$ cat src/rtl/serial_alu_pkg.sv
// Shared definitions for the bit-serial ALU sequencer and its control decoder.
package serial_alu_pkg;

  localparam int unsigned DEFAULT_WIDTH = 32;

  localparam logic [3:0] CTRL_AND = 4'b0000;
  localparam logic [3:0] CTRL_OR  = 4'b0001;
  localparam logic [3:0] CTRL_ADD = 4'b0010;
  localparam logic [3:0] CTRL_SUB = 4'b0110;
  localparam logic [3:0] CTRL_SLT = 4'b0111;
  localparam logic [3:0] CTRL_NOR = 4'b1100;

  localparam logic [1:0] SL_OP_AND  = 2'd0;
  localparam logic [1:0] SL_OP_OR   = 2'd1;
  localparam logic [1:0] SL_OP_SUM  = 2'd2;
  localparam logic [1:0] SL_OP_LESS = 2'd3;

  typedef enum logic [1:0] {
    ST_IDLE,
    ST_RUN,
    ST_DONE
  } state_e;

endpackage

$ cat src/rtl/serial_alu_decode.sv
// Maps an ALU control code onto the 1-bit slice configuration and operation class.
module serial_alu_decode
  import serial_alu_pkg::*;
(
  input  logic [3:0] alu_ctrl,
  output logic       a_inv,
  output logic       b_inv,
  output logic [1:0] op,
  output logic       cin0,
  output logic       is_arith,
  output logic       is_slt,
  output logic       legal
);

  always_comb begin
    a_inv    = 1'b0;
    b_inv    = 1'b0;
    op       = SL_OP_AND;
    cin0     = 1'b0;
    is_arith = 1'b0;
    is_slt   = 1'b0;
    legal    = 1'b1;
    case (alu_ctrl)
      CTRL_AND: op = SL_OP_AND;
      CTRL_OR:  op = SL_OP_OR;
      CTRL_ADD: begin
        op       = SL_OP_SUM;
        is_arith = 1'b1;
      end
      CTRL_SUB: begin
        b_inv    = 1'b1;
        op       = SL_OP_SUM;
        cin0     = 1'b1;
        is_arith = 1'b1;
      end
      CTRL_SLT: begin
        b_inv  = 1'b1;
        op     = SL_OP_SUM;
        cin0   = 1'b1;
        is_slt = 1'b1;
      end
      CTRL_NOR: begin
        a_inv = 1'b1;
        b_inv = 1'b1;
        op    = SL_OP_AND;
      end
      default: legal = 1'b0;
    endcase
  end

endmodule

$ cat src/rtl/serial_alu_seq.sv
// Bit-serial ALU sequencer: drives an external 1-bit ALU slice LSB first and
// assembles the result and flags behind valid/ready handshakes.
module serial_alu_seq
  import serial_alu_pkg::*;
#(
  parameter int unsigned WIDTH = DEFAULT_WIDTH
) (
  input  logic             clk,
  input  logic             rst,
  input  logic             in_valid,
  output logic             in_ready,
  input  logic [WIDTH-1:0] src_a,
  input  logic [WIDTH-1:0] src_b,
  input  logic [3:0]       alu_ctrl,
  output logic             out_valid,
  input  logic             out_ready,
  output logic [WIDTH-1:0] result,
  output logic             zero,
  output logic             cout,
  output logic             overflow,
  output logic             sl_src1,
  output logic             sl_src2,
  output logic             sl_less,
  output logic             sl_a_inv,
  output logic             sl_b_inv,
  output logic             sl_cin,
  output logic [1:0]       sl_op,
  input  logic             sl_result,
  input  logic             sl_cout
);

  localparam int unsigned      IDX_W    = (WIDTH > 1) ? $clog2(WIDTH) : 1;
  localparam logic [IDX_W-1:0] LAST_IDX = IDX_W'(WIDTH - 1);

  state_e           state_q, state_d;
  logic [IDX_W-1:0] idx_q, idx_d;
  logic [WIDTH-1:0] a_q, a_d, b_q, b_d, acc_q, acc_d, result_q, result_d;
  logic [3:0]       ctrl_q, ctrl_d;
  logic             carry_q, carry_d;
  logic             in_ready_q, in_ready_d, out_valid_q, out_valid_d;
  logic             zero_q, zero_d, cout_q, cout_d, overflow_q, overflow_d;

  logic [3:0]       ctrl_sel;
  logic             dec_a_inv, dec_b_inv, dec_cin0, dec_is_arith, dec_is_slt, dec_legal;
  logic [1:0]       dec_op;
  logic             run;
  logic [WIDTH-1:0] acc_next, final_res;
  logic             ovf_msb;

  // In IDLE the live code is decoded so the carry register can load cin0 on accept.
  assign ctrl_sel = (state_q == ST_IDLE) ? alu_ctrl : ctrl_q;

  serial_alu_decode u_decode (
    .alu_ctrl (ctrl_sel),
    .a_inv    (dec_a_inv),
    .b_inv    (dec_b_inv),
    .op       (dec_op),
    .cin0     (dec_cin0),
    .is_arith (dec_is_arith),
    .is_slt   (dec_is_slt),
    .legal    (dec_legal)
  );

  // Operands shift right each bit, so bit i is always presented from position 0.
  assign run      = (state_q == ST_RUN);
  assign sl_src1  = run & dec_legal & a_q[0];
  assign sl_src2  = run & dec_legal & b_q[0];
  assign sl_less  = 1'b0;
  assign sl_a_inv = run & dec_a_inv;
  assign sl_b_inv = run & dec_b_inv;
  assign sl_cin   = run & carry_q;
  assign sl_op    = run ? dec_op : SL_OP_AND;

  always_comb begin
    state_d     = state_q;
    idx_d       = idx_q;
    a_d         = a_q;
    b_d         = b_q;
    ctrl_d      = ctrl_q;
    acc_d       = acc_q;
    carry_d     = carry_q;
    in_ready_d  = in_ready_q;
    out_valid_d = out_valid_q;
    result_d    = result_q;
    zero_d      = zero_q;
    cout_d      = cout_q;
    overflow_d  = overflow_q;
    acc_next    = {sl_result, acc_q[WIDTH-1:1]};
    // carry_q is the MSB carry-in on the last bit; sl_cout is the MSB carry-out.
    ovf_msb     = carry_q ^ sl_cout;
    final_res   = acc_next;
    if (!dec_legal) begin
      final_res = '0;
    end else if (dec_is_slt) begin
      final_res    = '0;
      final_res[0] = sl_result ^ ovf_msb;
    end

    case (state_q)
      ST_IDLE: begin
        if (in_valid) begin
          state_d    = ST_RUN;
          a_d        = src_a;
          b_d        = src_b;
          ctrl_d     = alu_ctrl;
          idx_d      = '0;
          acc_d      = '0;
          carry_d    = dec_cin0;
          in_ready_d = 1'b0;
        end
      end
      ST_RUN: begin
        a_d     = a_q >> 1;
        b_d     = b_q >> 1;
        acc_d   = acc_next;
        carry_d = sl_cout;
        idx_d   = idx_q + 1'b1;
        if (idx_q == LAST_IDX) begin
          state_d     = ST_DONE;
          idx_d       = '0;
          out_valid_d = 1'b1;
          result_d    = final_res;
          zero_d      = (final_res == '0);
          cout_d      = dec_is_arith & sl_cout;
          overflow_d  = dec_is_arith & ovf_msb;
        end
      end
      ST_DONE: begin
        if (out_ready) begin
          state_d     = ST_IDLE;
          out_valid_d = 1'b0;
          in_ready_d  = 1'b1;
        end
      end
      default: begin
        state_d     = ST_IDLE;
        in_ready_d  = 1'b1;
        out_valid_d = 1'b0;
      end
    endcase
  end

  always_ff @(posedge clk) begin
    if (rst) begin
      state_q     <= ST_IDLE;
      idx_q       <= '0;
      a_q         <= '0;
      b_q         <= '0;
      ctrl_q      <= '0;
      acc_q       <= '0;
      carry_q     <= 1'b0;
      in_ready_q  <= 1'b1;
      out_valid_q <= 1'b0;
      result_q    <= '0;
      zero_q      <= 1'b0;
      cout_q      <= 1'b0;
      overflow_q  <= 1'b0;
    end else begin
      state_q     <= state_d;
      idx_q       <= idx_d;
      a_q         <= a_d;
      b_q         <= b_d;
      ctrl_q      <= ctrl_d;
      acc_q       <= acc_d;
      carry_q     <= carry_d;
      in_ready_q  <= in_ready_d;
      out_valid_q <= out_valid_d;
      result_q    <= result_d;
      zero_q      <= zero_d;
      cout_q      <= cout_d;
      overflow_q  <= overflow_d;
    end
  end

  assign in_ready  = in_ready_q;
  assign out_valid = out_valid_q;
  assign result    = result_q;
  assign zero      = zero_q;
  assign cout      = cout_q;
  assign overflow  = overflow_q;

endmodule
$ cat config.mk
export PLATFORM = sky130hd
export DESIGN_NAME = serial_alu_seq
export DESIGN_NICKNAME = d
export VERILOG_FILES = /design/src/rtl/serial_alu_pkg.sv /design/src/rtl/serial_alu_decode.sv /design/src/rtl/serial_alu_seq.sv
export SDC_FILE = /design/constraint.sdc
export NUM_CORES = 1
export LEC_CHECK = 0
export CELL_PAD_IN_SITES_DETAIL_PLACEMENT = 0
export CELL_PAD_IN_SITES_GLOBAL_PLACEMENT = 2
export CORE_AREA = 4 4 142 144
export DETAILED_ROUTE_END_ITERATION = 8
export DIE_AREA = 0 0 146 148
export GPL_TIMING_DRIVEN = 0
export PLACE_DENSITY = 0.83
export SLEW_MARGIN = 0
export SYNTH_ARGS = -nofsm -noshare
export SYNTH_HDL_FRONTEND = slang
export SYNTH_HIERARCHICAL = 1
export SYNTH_SLANG_ARGS = --single-unit
$ cat constraint.sdc
create_clock -name clk -period 4.8 [get_ports clk]
set_input_delay 0.96 -clock clk [delete_from_list [all_inputs] [get_ports clk]]
set_output_delay 0.96 -clock clk [all_outputs]
set_load 0.01 [all_outputs]
== Word-level counts from Yosys, hierarchy flattened ==
Cells that the tools add are included.

* RAM bits: 0
* Latch bits: 0
* Memory bits (read-only): 0
* Memories kept: 0
* Logic and storage cells: 84
* Register bits after elaboration: 145

* Mux-type cells: 32
* Add/subtract/negate cells: 1
* Reduce and logical (&&, ||, !) cells: 15
* Magnitude comparators: 0
* Shifts and indexed selects: 0
* Bitwise logic cells: 12
* Eq/ne operators: 11
* $mul: 0
* Div/mod/pow operators: 0

{| class="wikitable"
|+ Operators by type and width
! cell !! count
|-
| $pmux 32 s2 || 3
|-
| $mux 32 || 5
|-
| $logic_not 32->1 || 1
|-
| $mux 1 || 11
|-
| $mux 5 || 2
|-
| $pmux 5 s2 || 1
|-
| $reduce_and 3->1 || 3
|-
| $and 1x1->1 || 8
|-
| $eq 4x3->1 const B || 2
|-
| $mux 2 || 4
|-
| $pmux 1 s3 || 2
|-
| $pmux 2 s3 || 1
|-
| $reduce_and 2->1 || 3
|-
| $reduce_or 3->1 || 2
|-
| $reduce_or 6->1 || 1
|-
| $add 5x1->5 const B || 1
|-
| $eq 5x5->1 const B || 1
|-
| $eq 4x1->1 const B || 1
|-
| $eq 4x2->1 const B || 1
|-
| $eq 4x4->1 const B || 1
|-
| $logic_not 4->1 || 1
|-
| $mux 4 || 1
|-
| $ne 2x2->1 const B || 2
|-
| $pmux 2 s2 || 1
|-
| other kinds (9) || 12
|}

== Logic depth before layout (Yosys ltp) ==
* Depth in word-level cells: 7
* Gate-level depth with buffers: 9

== Hierarchy ==
The synthesis kept the hierarchy.

{| class="wikitable"
|+ By module, submodules not included
! module !! area an instance (sq um) !! times used !! cells each !! seq. area each (sq um)
|-
| serial_alu_seq || 5839.4 || 1 || 711 || 2882.8
|-
| serial_alu_decode || 87.6 || 1 || 14 || 0.0
|}

== Worst setup path before layout ==
No wires, ideal clock.

* Kind: input to output
* Start: input port alu_ctrl[1]
* End: output port sl_src1
* Path buffers: 0
* Stages on the path: 4
* Setup slack: 1.910 ns
* Arrival: 1.930 ns
* Cells stage by stage: mux2_2 > nand4bb_2 > nand3_1 > and3_1

* Word-level cells in the longest chain between the ends: 6
* Elaborated cells between the ends (all ways): 11
* Those cells by class: eq/ne (5); mux (2); bitwise (2); reduce/logical (2)

{| class="wikitable"
|+ Ends and longest elaborated chain
! what !! line !! source
|-
| start, declared || serial_alu_seq.sv:14 || <nowiki>input logic [3:0] alu_ctrl,</nowiki>
|-
| $mux 4 * || serial_alu_seq.sv:51 || <nowiki>assign ctrl_sel = (state_q == ST_IDLE) ? alu_ctrl : ctrl_q;</nowiki>
|-
| $eq 4x1->1, or another cell as far along || serial_alu_decode.sv:23 || <nowiki>case (alu_ctrl)</nowiki>
|-
| $reduce_or 6->1 (no line) * || -- ||
|-
| $mux 1 * || serial_alu_decode.sv:23 ||
|-
| named net dec_legal || serial_alu_seq.sv:44 || <nowiki>logic dec_a_inv, dec_b_inv, dec_cin0, dec_is_arith, dec_is_slt, dec_legal;</nowiki>
|-
| $and 1x1->1 * (2 in a row) || serial_alu_seq.sv:66 || <nowiki>assign sl_src1 = run & dec_legal & a_q[0];</nowiki>
|-
| end, declared || serial_alu_seq.sv:21 || <nowiki>output logic sl_src1,</nowiki>
|}

Mark *: on every way through the listed nets, which the timed path passes. The rest lies on a longest branch.

== Worst setup path in the final report ==
* Start: input port alu_ctrl[1]
* End: output port sl_src2

* Word-level cells in the longest chain between the ends: 6
* Elaborated cells between the ends (all ways): 11
* Those cells by class: eq/ne (5); mux (2); bitwise (2); reduce/logical (2)

{| class="wikitable"
|+ Ends and longest elaborated chain
! what !! line !! source
|-
| $mux 4 * || serial_alu_seq.sv:51 ||
|-
| named net ctrl_sel[1] || serial_alu_seq.sv:43 || <nowiki>logic [3:0] ctrl_sel;</nowiki>
|-
| $eq 4x1->1, or another cell as far along || serial_alu_decode.sv:23 ||
|-
| $reduce_or 6->1 (no line) * || -- ||
|-
| $mux 1 * || serial_alu_decode.sv:23 ||
|-
| named net dec_legal || serial_alu_seq.sv:44 ||
|-
| $and 1x1->1 * (2 in a row) || serial_alu_seq.sv:67 || <nowiki>assign sl_src2 = run & dec_legal & b_q[0];</nowiki>
|-
| end, declared || serial_alu_seq.sv:22 || <nowiki>output logic sl_src2,</nowiki>
|}

Marked as above.

==> flow_metrics.tcl <==
set metrics [dict create \
    crit_top_cell "clkdlybuf4s50_1" \
    grt_pass1_vias 5515 \
    clk_pin_slew_ns 0.06 \
    hold_path_class "register to register" \
    r2r_slack_ns 1.75 \
    synth_xor_area_share_pct 0.549 \
    drc 0 \
    cp_top_family "buffers and inverters" \
    synth_edf_count 0 \
    syn_area_sq_um 5930 \
    ys_types 40 \
    grt_overflow 0 \
    status "finished clean" \
    worstMarginPinSlew_ns 0.564 \
    rsz0062_at_grt "false" \
    die_h_microns 148 \
    r2r_cells 9 \
    max-cap-violations 0 \
    n_antenna_cell 0 \
    antenna_found_initial 2 \
    skew_ns 0.00775 \
    crit_path_max_incr_delay_ns 0.54 \
    cts_sinks 144 \
    cts_setup_buffers 0 \
    arrival_ns 3.07 \
    syn-instance-count 725 \
    intPower_mw 2.21 \
    p_per_area_nw_per_um2 370 \
    synth-seq-cells 144 \
    synthMuxAreaShare_pct 1.86 \
    synth_compound_area_share_pct 18.6 \
    place.gp.congestion 0.758 \
    layout.nets 936 \
    min_period_ns 4.03 \
    grt_pass1_wl_microns 27800 \
    yosys-top-cells-area "dfxtp_1 49%, nand2_1 10%, a311oi_1 9.5%, nor2_1 7.1%, a22oi_1 4.4%" \
    ir_drop_uv 240 \
    critPathKind "primary input to output port" \
    finalPower_mw 2.95 \
    fin_setup_tns_ns 0 \
    syn_area_per_cell_sq_um 8.18 \
    synth_area_leader_cell "dfxtp_1" \
    syn_nets 801 \
    synth_top_family_by_area "simple AND/OR/NAND/NOR gates" \
    fill_cells 1883 \
    utilization_pct 42.7 \
    p_seq_share_pct 43.2 \
    max_freq_mhz 248 \
    synth.yosys.seq_area_share_pct 48.6 \
    die_area_sq_um 21600 \
    clk_latency_ns 0.42 \
    yosys.area_share.adder_pct 0.422 \
    cts-resized-gates 0 \
    crit_buf_inv 2 \
    crit_slowest_cell "clkdlybuf4s50_1" \
    yosys.area_share.simple_pct 24.3 \
    dp.final_hpwl_microns 12600 \
    setup_viol 0 \
    via_count 5563 \
    critical_path_required_ns 3.84 \
    grtUsageTotal_pct 15.9 \
    post_drt_wl_per_cell_microns 15.4 \
    min_path_cells 2 \
    yosys_most_used_dff "dfxtp_1" \
    cp_num_cells 6 \
    p_comb_share_pct 10.6 \
    cts_buffers 17 \
    routed_wl_microns 17000 \
    grt_start_max_net_pins 17 \
    area_growth_pct 34.7 \
    cts_buffer_depth 2 \
    multiInputGateArea_sq_um 2720 \
    ff_latch_area_sq_um 2880 \
    core_sq_um 18700 \
    drv_slew 0 \
    initial_core_util_pct 31.7 \
    synth_top_cell_area_share_pct 48.6 \
    startpoint_type "primary input" \
    crit_fanout 5 \
    post-route-period-util_pct 83.9 \
    ant_nets 0 \
    relSlewSlack_pct 62.4 \
    rows 50 \
    vias_per_cell 5.03 \
    drive_above_1_share_pct 8.82 \
    switching_share_pct 25.0 \
    ys_warn_count 6 \
    hold_violations 0 \
    portBuffers 116 \
    clkPwrFrac_pct 46.1 \
    cp_cell_sequence "clkdlybuf4s50_1, mux2_2, nand4bb_2, nand3_1, and3_1, clkdlybuf4s50_1" \
    root_buffer "clkbuf_16" \
    cts_tree "built" \
    drt_iter0_markers 280 \
    drt-pass1-iter-count 5 \
    synthArstFlopShare_pct 0 \
    p_sw_uw 739 \
    p_leak_nw 2.97 \
    htreeDepth 4 \
    end_kind "output port" \
    ctsHoldBuffers 0 \
    fp.dieW_microns 146 \
    io_pins 119 \
]
## worst min-delay path, stage by stage, from the launching register on
cell	delay, ns
dfxtp_1	0.31
nand2_1	0.05
a21oi_1	0.05
## path summary, 6_finish.rpt
| check | start | to |
|---|---|---|
| worst max-delay path | alu_ctrl[1] | sl_src2 |
| worst min-delay path | result[19] | result[19] |
| worst max register to register | state_q[0] | result[3] |
| worst min register to register | result[19] | result[19] |
## logic make-up after synthesis
| logic type | count (synthesis) |
|---|---|
| simple gates | 346 |
| compound gates | 147 |
| flops | 144 |
| buf+inv | 73 |
| mux | 10 |
| fa+ha+maj | 2 |
| xor+xnor | 2 |
| other cells | 1 |
## cells in the mapped netlist (3+ instances only)
library cell / n
dfxtp_1: 144
inv_1: 5
nor3_1: 4
nor4_1: 7
mux2i_1: 5
nor2_1: 112
buf_2: 23
clkbuf_1: 37
and3_1: 3
and2_1: 6
buf_4: 5
a21oi_1: 40
a22oi_1: 35
mux2_2: 4
nand3_1: 35
a311oi_1: 64
nand2_1: 165
## per-layer routing
layer,global-route usage (%),routed length [microns]
met2,26.4,8150
met4,4.23,151
met3,4.48,708
met1,20.4,7970
met5,0,26
## through the flow
stage          area (sq um)  std cells  setup WS (ns)  hold slack [ns]
3_3_place_gp           7380       1075          0.770            0.441
3_5_place_dp           7380       1075          0.754            0.443
2_1_floorplan          5930        725           1.91            0.439
4_1_cts                7980       1107          0.748            0.452
6_report               7980       1107          0.771            0.450
5_1_grt                7980       1107          0.621            0.478
## cell usage in the layout (no fill, tap or decap), types with 3 or more instances in the layout
cell	netlist	routed
dfxtp_1	144	144
a21oi_1	40	40
inv_1	5	5
and3_1	3	3
nor4_1	7	7
mux2i_1	5	5
clkbuf_16	0	17
a311oi_1	64	64
mux2_2	4	4
a22oi_1	35	35
buf_2	23	23
nor3_1	4	4
buf_4	5	5
clkdlybuf4s50_1	0	116
clkbuf_1	37	37
nand3_1	35	35
bufinv_16	0	3
and2_1	6	6
clkinv_2	0	5
clkinvlp_4	0	3
nor2_1	112	112
nand2_1	165	165
## power groups by stage
stage / Combinational, mW / Clock, mW / Sequential (mW)
global placement: 0.309 / 0 / 1.30
detailed placement: 0.317 / 0 / 1.30
global route: 0.352 / 1.44 / 1.28
finish: 0.314 / 1.36 / 1.28
CTS: 0.318 / 1.38 / 1.28
floorplan: 0.187 / 0 / 1.30
## flip-flops by register name, indices dropped and copies added, names as in the netlist
register / count
acc_q: 31
in_ready: 1
out_valid: 1
ctrl_q: 4
idx_q: 5
b_q: 32
state_q: 2
a_q: 32
zero: 1
result: 32
carry_q: 1
cout: 1
overflow: 1
## cell type report
cell class,instances,area share (%)
multi-input combinational,508,34.0
clock buffer,18,5.50
tap,234,3.67
buffer,66,3.79
timing repair buffer,116,14.5
clock inverter,14,2.05
inverter,7,0.329
sequential,144,36.1
Note: power is estimated with default switching activity, not from simulation.
